File: src/rtl/usb_pkg.sv
// rtl/usb_pkg.sv - PID codes, CRC5 constants and parser state type
package usb_pkg;

  localparam logic [3:0] PID_OUT   = 4'b0001;
  localparam logic [3:0] PID_IN    = 4'b1001;
  localparam logic [3:0] PID_SOF   = 4'b0101;
  localparam logic [3:0] PID_SETUP = 4'b1101;
  localparam logic [3:0] PID_DATA0 = 4'b0011;
  localparam logic [3:0] PID_DATA1 = 4'b1011;
  localparam logic [3:0] PID_ACK   = 4'b0010;
  localparam logic [3:0] PID_NAK   = 4'b1010;
  localparam logic [3:0] PID_STALL = 4'b1110;

  // x^5 + x^2 + 1, the x^5 term is implicit in the shift
  localparam logic [4:0] CRC5_POLY = 5'b00101;
  localparam logic [4:0] CRC5_INIT = 5'b11111;

  typedef enum logic [1:0] {
    ST_IDLE,
    ST_TOK1,
    ST_TOK2,
    ST_WAIT_EOP
  } rx_state_e;

  function automatic logic is_token(input logic [3:0] p);
    return (p == PID_OUT) || (p == PID_IN) || (p == PID_SOF) || (p == PID_SETUP);
  endfunction

  function automatic logic is_data(input logic [3:0] p);
    return (p == PID_DATA0) || (p == PID_DATA1);
  endfunction

  function automatic logic is_handshake(input logic [3:0] p);
    return (p == PID_ACK) || (p == PID_NAK) || (p == PID_STALL);
  endfunction

endpackage

File: src/rtl/token_packet_rx_if.sv
// rtl/token_packet_rx_if.sv - PHY receive byte stream into the packet parser
interface token_packet_rx_if;

  logic [7:0] rx_data_in;
  logic       rx_valid_in;
  logic       rx_sop_in;
  logic       rx_eop_in;

  modport master (output rx_data_in, rx_valid_in, rx_sop_in, rx_eop_in);
  modport slave  (input  rx_data_in, rx_valid_in, rx_sop_in, rx_eop_in);

endinterface

File: src/rtl/usb_crc5.sv
// rtl/usb_crc5.sv - combinational token CRC5, returns the inverted remainder
module usb_crc5
  import usb_pkg::*;
(
  input  logic [10:0] data,
  output logic [4:0]  crc
);

  logic [4:0] rem;
  logic       fb;

  // Bit-serial LFSR unrolled over 11 bits, data[0] first as on the wire
  always_comb begin
    rem = CRC5_INIT;
    fb  = 1'b0;
    for (int i = 0; i < 11; i++) begin
      fb  = rem[4] ^ data[i];
      rem = {rem[3:0], 1'b0} ^ (fb ? CRC5_POLY : 5'b00000);
    end
    crc = ~rem;
  end

endmodule

File: src/rtl/token_packet_rx.sv
// rtl/token_packet_rx.sv - receive packet parser: PID check, token decode, CRC5, address filter
module token_packet_rx
  import usb_pkg::*;
#(
  parameter bit ADDR_CHK = 1'b1
) (
  input  logic                  clk,
  input  logic                  rst,
  token_packet_rx_if.slave      phy,
  input  logic [6:0]            dev_addr,
  input  logic                  rx_handshake_on,
  output logic                  rx_sop,
  output logic                  rx_eop,
  output logic [3:0]            rx_pid,
  output logic                  rx_pid_en,
  output logic [6:0]            rx_addr,
  output logic [3:0]            rx_endp,
  output logic                  pid_err,
  output logic                  crc5_err,
  output logic                  len_err
);

  rx_state_e  state, state_d;
  logic [3:0] tok_pid, tok_pid_d;
  logic [6:0] tok_addr, tok_addr_d;
  logic       tok_endp0, tok_endp0_d;

  logic       sop_d, eop_d, pid_en_d, pid_err_d, crc5_err_d, len_err_d;
  logic [3:0] pid_d;
  logic [6:0] addr_d;
  logic [3:0] endp_d;

  logic [7:0] b;
  logic [3:0] pid;
  logic       pid_ok;
  logic       eop;
  logic [3:0] endp_full;
  logic [4:0] crc_calc;
  logic       crc_ok;
  logic       addr_ok;

  assign b         = phy.rx_data_in;
  assign pid       = b[3:0];
  assign pid_ok    = (b[7:4] == ~b[3:0]);
  assign eop       = phy.rx_eop_in;
  assign endp_full = {b[2:0], tok_endp0};
  assign crc_ok    = (crc_calc == b[7:3]);
  // SOF carries a frame number in the address field, so it is never filtered
  assign addr_ok   = !ADDR_CHK || (tok_addr == dev_addr) || (tok_pid == PID_SOF);

  usb_crc5 u_crc5 (
    .data ({endp_full, tok_addr}),
    .crc  (crc_calc)
  );

  // State and token capture registers
  always_ff @(posedge clk or negedge rst) begin
    if (!rst) begin
      state     <= ST_IDLE;
      tok_pid   <= 4'h0;
      tok_addr  <= 7'h00;
      tok_endp0 <= 1'b0;
    end else begin
      state     <= state_d;
      tok_pid   <= tok_pid_d;
      tok_addr  <= tok_addr_d;
      tok_endp0 <= tok_endp0_d;
    end
  end

  // Next state and next output values; everything is evaluated only on valid beats
  always_comb begin
    state_d     = state;
    tok_pid_d   = tok_pid;
    tok_addr_d  = tok_addr;
    tok_endp0_d = tok_endp0;
    sop_d       = 1'b0;
    eop_d       = 1'b0;
    pid_en_d    = 1'b0;
    pid_err_d   = 1'b0;
    crc5_err_d  = 1'b0;
    len_err_d   = 1'b0;
    pid_d       = rx_pid;
    addr_d      = rx_addr;
    endp_d      = rx_endp;

    if (phy.rx_valid_in) begin
      if (phy.rx_sop_in) begin
        // A new packet always restarts the parse; a cut-off token is a length error
        if (state == ST_TOK1 || state == ST_TOK2) len_err_d = 1'b1;
        sop_d = 1'b1;
        if (!pid_ok || !(is_token(pid) || is_data(pid) || is_handshake(pid))) begin
          pid_err_d = 1'b1;
          if (eop) begin
            eop_d   = 1'b1;
            state_d = ST_IDLE;
          end else begin
            state_d = ST_WAIT_EOP;
          end
        end else if (is_token(pid)) begin
          if (eop) begin
            len_err_d = 1'b1;
            eop_d     = 1'b1;
            state_d   = ST_IDLE;
          end else begin
            tok_pid_d = pid;
            state_d   = ST_TOK1;
          end
        end else if (is_data(pid)) begin
          pid_d    = pid;
          pid_en_d = 1'b1;
          if (eop) begin
            eop_d   = 1'b1;
            state_d = ST_IDLE;
          end else begin
            state_d = ST_WAIT_EOP;
          end
        end else begin
          if (!eop) begin
            len_err_d = 1'b1;
            state_d   = ST_WAIT_EOP;
          end else begin
            eop_d   = 1'b1;
            state_d = ST_IDLE;
            if (rx_handshake_on) begin
              pid_d    = pid;
              pid_en_d = 1'b1;
            end
          end
        end
      end else begin
        case (state)
          ST_TOK1: begin
            if (eop) begin
              len_err_d = 1'b1;
              eop_d     = 1'b1;
              state_d   = ST_IDLE;
            end else begin
              tok_addr_d  = b[6:0];
              tok_endp0_d = b[7];
              state_d     = ST_TOK2;
            end
          end
          ST_TOK2: begin
            if (!eop) begin
              len_err_d = 1'b1;
              state_d   = ST_WAIT_EOP;
            end else begin
              eop_d   = 1'b1;
              state_d = ST_IDLE;
              if (!crc_ok) begin
                crc5_err_d = 1'b1;
              end else if (addr_ok) begin
                // link_control latches rx_eop on rx_pid_en, so both pulse together
                pid_d    = tok_pid;
                addr_d   = tok_addr;
                endp_d   = endp_full;
                pid_en_d = 1'b1;
              end
            end
          end
          ST_WAIT_EOP: begin
            if (eop) begin
              eop_d   = 1'b1;
              state_d = ST_IDLE;
            end
          end
          default: ;
        endcase
      end
    end
  end

  // Registered outputs, one cycle after the causing beat
  always_ff @(posedge clk or negedge rst) begin
    if (!rst) begin
      rx_sop    <= 1'b0;
      rx_eop    <= 1'b0;
      rx_pid    <= 4'h0;
      rx_pid_en <= 1'b0;
      rx_addr   <= 7'h00;
      rx_endp   <= 4'h0;
      pid_err   <= 1'b0;
      crc5_err  <= 1'b0;
      len_err   <= 1'b0;
    end else begin
      rx_sop    <= sop_d;
      rx_eop    <= eop_d;
      rx_pid    <= pid_d;
      rx_pid_en <= pid_en_d;
      rx_addr   <= addr_d;
      rx_endp   <= endp_d;
      pid_err   <= pid_err_d;
      crc5_err  <= crc5_err_d;
      len_err   <= len_err_d;
    end
  end

endmodule
File: src/flat_wrapper.sv
// flat-port wrapper written by rule: the top's interface ports become plain ports
module token_packet_rx_flat import usb_pkg::*;
#(
  parameter bit ADDR_CHK = 1'b1
)
  (clk, rst, dev_addr, rx_handshake_on, rx_sop, rx_eop, rx_pid, rx_pid_en, rx_addr, rx_endp, pid_err, crc5_err, len_err, phy_rx_data_in, phy_rx_valid_in, phy_rx_sop_in, phy_rx_eop_in);
  token_packet_rx_if phy_i ();
  input  logic clk;
  input  logic rst;
  input  logic [6:0] dev_addr;
  input  logic rx_handshake_on;
  output logic rx_sop;
  output logic rx_eop;
  output logic [3:0] rx_pid;
  output logic rx_pid_en;
  output logic [6:0] rx_addr;
  output logic [3:0] rx_endp;
  output logic pid_err;
  output logic crc5_err;
  output logic len_err;
  input wire logic [$bits(phy_i.rx_data_in)-1:0] phy_rx_data_in;
  input wire logic [$bits(phy_i.rx_valid_in)-1:0] phy_rx_valid_in;
  input wire logic [$bits(phy_i.rx_sop_in)-1:0] phy_rx_sop_in;
  input wire logic [$bits(phy_i.rx_eop_in)-1:0] phy_rx_eop_in;
  assign phy_i.rx_data_in = phy_rx_data_in;
  assign phy_i.rx_valid_in = phy_rx_valid_in;
  assign phy_i.rx_sop_in = phy_rx_sop_in;
  assign phy_i.rx_eop_in = phy_rx_eop_in;
  token_packet_rx #(.ADDR_CHK(ADDR_CHK)) u_core (.clk(clk), .rst(rst), .phy(phy_i), .dev_addr(dev_addr), .rx_handshake_on(rx_handshake_on), .rx_sop(rx_sop), .rx_eop(rx_eop), .rx_pid(rx_pid), .rx_pid_en(rx_pid_en), .rx_addr(rx_addr), .rx_endp(rx_endp), .pid_err(pid_err), .crc5_err(crc5_err), .len_err(len_err));
endmodule
File: config.mk
export PLATFORM = sky130hd
export DESIGN_NAME = token_packet_rx_flat
export DESIGN_NICKNAME = d
export VERILOG_FILES = /design/src/rtl/usb_pkg.sv /design/src/rtl/token_packet_rx_if.sv /design/src/rtl/usb_crc5.sv /design/src/rtl/token_packet_rx.sv /design/src/flat_wrapper.sv
export SDC_FILE = /design/constraint.sdc
export NUM_CORES = 1
export LEC_CHECK = 0
export BUFFER_PORTS_ARGS = -buffer_cell sky130_fd_sc_hd__buf_2
export CORE_ASPECT_RATIO = 0.8
export CORE_UTILIZATION = 40
export DETAILED_ROUTE_END_ITERATION = 8
export PLACE_DENSITY = 0.6
export SETUP_SLACK_MARGIN = 0.15
export SYNTH_ARGS = -nofsm -noshare
export SYNTH_HDL_FRONTEND = slang
export SYNTH_SLANG_ARGS = --single-unit
File: constraint.sdc
create_clock -name clk -period 2.9 [get_ports clk]
set_input_delay 0.29 -clock clk [delete_from_list [all_inputs] [get_ports clk]]
set_output_delay 0.29 -clock clk [all_outputs]
set_load 0.02 [all_outputs]
Yosys cells after proc, flatten, opt, wreduce, memory -nomap -nowiden
Cells that the tools add are included.
- register bits after elaboration: 35
- output and inout bits: 21
- word-level logic and storage cells: 148
- equality and inequality tests: 20
- muxes and demuxes: 64
- bitwise gates (word level): 26
- reductions and logical operators: 25
- operators by type and width (cell ; count):
    bitwise XOR 5 x 3 -> 5 bit ; 10
    2-to-1 mux 4 bit ; 10
    2-to-1 mux 1 bit ; 35
    2-to-1 mux 3 bit ; 11
    equality test 4 bit, second input constant ; 5
    2-to-1 mux 2 bit ; 6
    logical OR 1 bit ; 11
    bitwise XOR 1 bit ; 10
    AND reduction 9 bit ; 1
    equality test 4 x 2 -> 1 bit, second input constant ; 2
    equality test 4 x 3 -> 1 bit, second input constant ; 2
    nonzero test 2 bit ; 4
    equality test 7 bit ; 1
    one-hot mux 2 bit (3 select lines) ; 1
    AND reduction 6 bit ; 1
    equality test 5 bit ; 1
    NOT 5 bit ; 1
    AND reduction 5 bit ; 1
    equality test 2 bit, second input constant ; 2
    equality test 4 x 1 -> 1 bit, second input constant ; 1
    equality test 4 bit ; 1
    != test 2 bit, second input constant ; 2
    NOT 2 -> 4 bit ; 1
    NOT 4 bit ; 1
    11 further kinds ; 14

Logic depth before layout (Yosys ltp)
- depth in word-level cells: 39
- gate-level depth with buffers: 9
- depth with buffers taken out: 7

By module
A second synthesis with hierarchy kept.
- cells, all modules: 166
- area, all modules: 1976.9 µm²
- by module, submodules not included (module ; times used ; cells an instance ; area each (µm²) ; seq. area each (µm²)):
    token_packet_rx ; 1 ; 149 ; 1778.0 ; 875.8
    usb_crc5 ; 1 ; 17 ; 198.9 ; 0.0

Worst setup path before layout
OpenSTA, ideal clock, no wires.
- path type: reg2reg
- start: reg u_core.tok_addr[3]
- end: reg u_core.rx_pid[0]
- arrival: 2154 ps
- data required time: 2775 ps
- slack: 621 ps
- stages on the path, launching flop included: 9
- clock period less this slack: 2279 ps
- cells stage by stage: dfrtp_1 > clkbuf_1 > xnor2_1 > xnor3_1 > xor2_1 > o22ai_2 > o2111a_2 > o221ai_4 > mux2_4
- word-level cells in the longest chain between the ends: 18
- RTL lines (item ; line ; RTL):
    from (decl) ; token_packet_rx.sv:25 ; logic [6:0] tok_addr, tok_addr_d;
    from (signal assigned) ; token_packet_rx.sv:66 ; tok_addr <= tok_addr_d;
    bitwise XOR 1 bit ; usb_crc5.sv:17 ; fb = rem[4] ^ data[i];
    2-to-1 mux 3 bit ; usb_crc5.sv:18 ; rem = {rem[3:0], 1'b0} ^ (fb ? CRC5_POLY : 5'b00000);
    bitwise XOR 5 x 3 -> 5 bit (3 in series) ; usb_crc5.sv:18 ;
    bitwise XOR 1 bit ; usb_crc5.sv:17 ;
    2-to-1 mux 3 bit ; usb_crc5.sv:18 ;
    bitwise XOR 5 x 3 -> 5 bit (3 in series) ; usb_crc5.sv:18 ;
    bitwise XOR 1 bit ; usb_crc5.sv:17 ;
    2-to-1 mux 3 bit ; usb_crc5.sv:18 ;
    bitwise XOR 5 x 3 -> 5 bit (2 in series) ; usb_crc5.sv:18 ;
    NOT 5 bit ; usb_crc5.sv:20 ; crc = ~rem;
    equality test 5 bit ; token_packet_rx.sv:47 ; assign crc_ok = (crc_calc == b[7:3]);
    nonzero test 2 bit (no source line) ; - ;
    AND reduction 9 bit (no source line) * ; - ;
    to (signal assigned) ; token_packet_rx.sv:189 ; rx_pid <= pid_d;
    to (decl) ; token_packet_rx.sv:14 ; output logic [3:0] rx_pid,
Every way passes the cells marked *; elsewhere a longest branch is shown, timed or not.
A chain may end at the register's enable or synchronous reset.

Worst setup path in the final report
- start: reg u_core.tok_addr[2]
- end: reg u_core.rx_addr[6]
- word-level cells in the longest chain between the ends: 18
- RTL lines (item ; line ; RTL):
    bitwise XOR 1 bit ; usb_crc5.sv:17 ;
    2-to-1 mux 3 bit ; usb_crc5.sv:18 ;
    bitwise XOR 5 x 3 -> 5 bit (3 in series) ; usb_crc5.sv:18 ;
    bitwise XOR 1 bit or bitwise XOR 5 x 3 -> 5 bit (tied branches) ; usb_crc5.sv:17, usb_crc5.sv:18 ;
    2-to-1 mux 3 bit or bitwise XOR 5 x 3 -> 5 bit (tied branches) ; usb_crc5.sv:18 ;
    bitwise XOR 5 x 3 -> 5 bit or bitwise XOR 1 bit (tied branches) ; usb_crc5.sv:18, usb_crc5.sv:17 ;
    bitwise XOR 5 x 3 -> 5 bit or 2-to-1 mux 3 bit (tied branches) ; usb_crc5.sv:18 ;
    bitwise XOR 5 x 3 -> 5 bit ; usb_crc5.sv:18 ;
    bitwise XOR 5 x 3 -> 5 bit or bitwise XOR 1 bit (tied branches) ; usb_crc5.sv:18, usb_crc5.sv:17 ;
    bitwise XOR 5 x 3 -> 5 bit or 2-to-1 mux 3 bit (tied branches) ; usb_crc5.sv:18 ;
    bitwise XOR 1 bit or bitwise XOR 5 x 3 -> 5 bit (tied branches) ; usb_crc5.sv:17, usb_crc5.sv:18 ;
    2-to-1 mux 3 bit or bitwise XOR 5 x 3 -> 5 bit (tied branches) ; usb_crc5.sv:18 ;
    bitwise XOR 5 x 3 -> 5 bit ; usb_crc5.sv:18 ;
    NOT 5 bit ; usb_crc5.sv:20 ;
    equality test 5 bit ; token_packet_rx.sv:47 ;
    AND reduction 6 bit (no source line) * ; - ;
    to (signal assigned) ; token_packet_rx.sv:191 ; rx_addr <= addr_d;
    to (decl) ; token_packet_rx.sv:16 ; output logic [6:0] rx_addr,
Marked as above.

==> qor.yml <==
cts:
  cts_buffer_depth: 2
  post_cts_buffers: 0
  htreeDepth: 2
  cts_resized: 0
  cts_sinks: 35
  cts_root_buf: "clkbuf_8"
  clk_latency_ps: 280
  cts_tree: "yes"
  numCtsBuffers: 5
  ctsHoldBuffers: 0
  clk_pin_slew_ps: 80
run_status:
  status: "complete, no violations"
detailed_routing:
  via_count: 1384
  first_pass_iters: 4
  drc: 0
  ant_nets: 0
  viasPerCell: 5.16
  routed_wl_um: 4350
  wl_per_cell_um: 16.2
  drt_iter0_drc: 40
yosys:
  synthArstFlopShare_pct: 100
  avgSynthCellArea_um2: 12.0
  synth_nets: 191
  syn_inst: 166
  synth-seq-area-share_pct: 43.9
  ys_warn_count: 0
  synth_cell_types: 39
  netlist.area_leader.share_pct: 43.9
  post-synth-top-area-cell: "dfrtp_1"
  synth_area_um2: 1990
  synthFlopType: "dfrtp_1"
  synth-seq-cells: 35
  ys_top_cells_by_area: "dfrtp_1 44%, mux2_2 15%, xnor2_1 7.5%, xnor3_1 3.4%, mux2_4 3.0%"
  synth_edf_count: 0
finish:
  fill_cells: 449
  fin_area_um2: 2350
  area_growth_pct: 18.1
  utilization_pct: 50.3
  antenna_cells: 0
  multiInputGateArea_um2: 1050
  num-nets-final: 232
  drive_above_1_share_pct: 41.3
  seq_area_um2: 876
placement:
  port_buffers: 41
  place_hpwl_um: 3290
  place_area_um2: 2240
  place.gp.congestion: 0.796
  dp_slack_ps: 418
critical_path:
  cp_data_required_time_ps: 3070
  rr_worst_depth: 6
  crit_path_end_kind: "register"
  arrival_ps: 2660
  crit_fanout: 11
  cp-start-kind: "register"
  path_class: "reg -> reg"
power:
  pwr-share-seq_pct: 32.8
  irDropWorstVdd_mv: 0.378
  clkPwrFrac_pct: 21.6
  swShare_pct: 35.9
  p_comb_share_pct: 45.6
  power_density_nw_per_um2: 861
  p_total_uw: 2030
  leakagePower_uw: 0.00119
  power.switching_uw: 728
  intPower_uw: 1300
floorplan:
  die_x_um: 80.9
  core.rowCount: 22
  initial_core_util_pct: 42.6
  die_area_um2: 5270
  ioPinCount: 42
  coreArea_um2: 4680
  die_h_um: 65.2
timing:
  setup-tns-final_ps: 0
  tightest_slew_ps: 781
  rsz0062_at_grt: "false"
  hold_viol_final: 0
  setup_violations: 0
  period_needed_ps: 2500
  finalClockSkew_ps: 8.28
  final_max_slew_viol_count: 0
  fmax_ghz: 0.400
  fin_ws_ps: 401
  finalCritPeriodShare_pct: 86.2
  slew_headroom_pct: 47.9
grt:
  grt.total_usage_pct: 18.4
  antenna_found_initial: 0
  gr-total-overflow: 0
  grt_pass1_vias: 1471
  grt_max_degree: 36
  grt_pass1_wl_um: 7100
job:
  maxCapViolCount: 0
hold_path:
  hp-class: "in -> async"
kinds of logic (layout without fill, tap and decap cells):
kind of cell               count (synthesis)  in the layout  synth area share (%)
AOI/OAI and AO/OA                         20             20                  8.22
muxes                                     31             31                  18.2
buffers and inverters                     16             58                  3.51
and+or+nand+nor                           34             34                  9.79
xor gates and xnor gates                  26             26                  13.9
adders and majority gates                  4              4                  2.51
DFF                                       35             35                  43.9
layout by cell type (no fill, tap or decap), drive strengths merged:
| master | instances |
|---|---|
| a211o | 1 |
| a21boi | 2 |
| a21oi | 3 |
| a31oi | 3 |
| a41oi | 1 |
| and2 | 3 |
| and3 | 2 |
| buf | 42 |
| bufinv | 1 |
| clkbuf | 5 |
| clkinv | 2 |
| dfrtp | 35 |
| ha | 4 |
| inv | 8 |
| mux2 | 30 |
| mux2i | 1 |
| nand2 | 7 |
| nand2b | 4 |
| nand3b | 2 |
| nand4 | 1 |
| nor2 | 6 |
| nor3 | 3 |
| nor3b | 1 |
| nor4 | 2 |
| nor4b | 1 |
| nor4bb | 1 |
| o2111a | 1 |
| o21a | 1 |
| o21ai | 4 |
| o221ai | 1 |
| o22ai | 1 |
| o32a | 1 |
| o32ai | 1 |
| or4 | 1 |
| xnor2 | 17 |
| xnor3 | 3 |
| xor2 | 6 |
power by group through the flow:
stage	Clock (uW)	Sequential (uW)	Combinational (uW)
after floorplan	0	654	754
after global placement	0	670	873
after detailed placement	0	676	914
after CTS	450	666	923
after global routing	486	676	1010
final	437	665	924
path summary, 6_finish.rpt:
path,slack (ps),endpoint,startpoint
worst max register to register,400,u_core.rx_addr[6],u_core.tok_addr[2]
max in group asynchronous,2310,u_core.rx_addr[3],rst
worst min-delay path,80,u_core.state[1],rst
min in group clk,280,u_core.tok_addr[5],phy_rx_data_in[5]
worst min register to register,500,u_core.tok_pid[0],u_core.tok_pid[0]
worst max-delay path,400,u_core.rx_addr[6],u_core.tok_addr[2]
sequential cells by signal, summed over array words and instances (netlist names), 2 cells and up:
signal	cells
u_core.rx_endp	4
u_core.rx_addr	7
u_core.rx_pid	4
u_core.tok_pid	4
u_core.tok_addr	7
u_core.state	2
through the flow:
step                cells  hold WS [ps]
global placement      260           405
detailed placement    260           415
finish                268          77.2
global route          268           122
CTS                   268           101
floorplan             166         -5.59
synthesized netlist by cell type (all sizes together) (2+ instances only):
| cell | instances |
|---|---|
| clkbuf | 5 |
| buf | 3 |
| mux2 | 30 |
| dfrtp | 35 |
| and3 | 2 |
| ha | 4 |
| nand3b | 2 |
| nor3 | 3 |
| nor4 | 2 |
| a21boi | 2 |
| inv | 8 |
| xnor2 | 17 |
| nand2 | 7 |
| o21ai | 4 |
| xor2 | 6 |
| a21oi | 3 |
| and2 | 3 |
| nand2b | 4 |
| a31oi | 3 |
| xnor3 | 3 |
| nor2 | 6 |
worst max-delay path: stages, from the launching register on:
cell and delay [ps]:
dfrtp_1 470, xor2_2 280, xnor3_1 490, xor2_1 190, o22ai_2 180, and3_2 400
mux2_2 370
area by class of cell:
class	instances	area share [%]
sequential	35	37.2
tap	60	3.19
clock buffer	5	2.92
timing repair buffer	42	9.03
multi-input combinational	115	44.5
clock inverter	3	1.86
inverter	8	1.28
routing by layer:
layer	part of all wire [%]	wire length [um]	track usage (%)	up-vias
met5	0	0	0	-
met4	0.14	6	3.13	0
li1	-	-	-	657
met1	48	2070	25.0	687
met3	6.1	265	6.11	2
met2	46	2000	28.7	38
(Power assumes the default switching activity.)
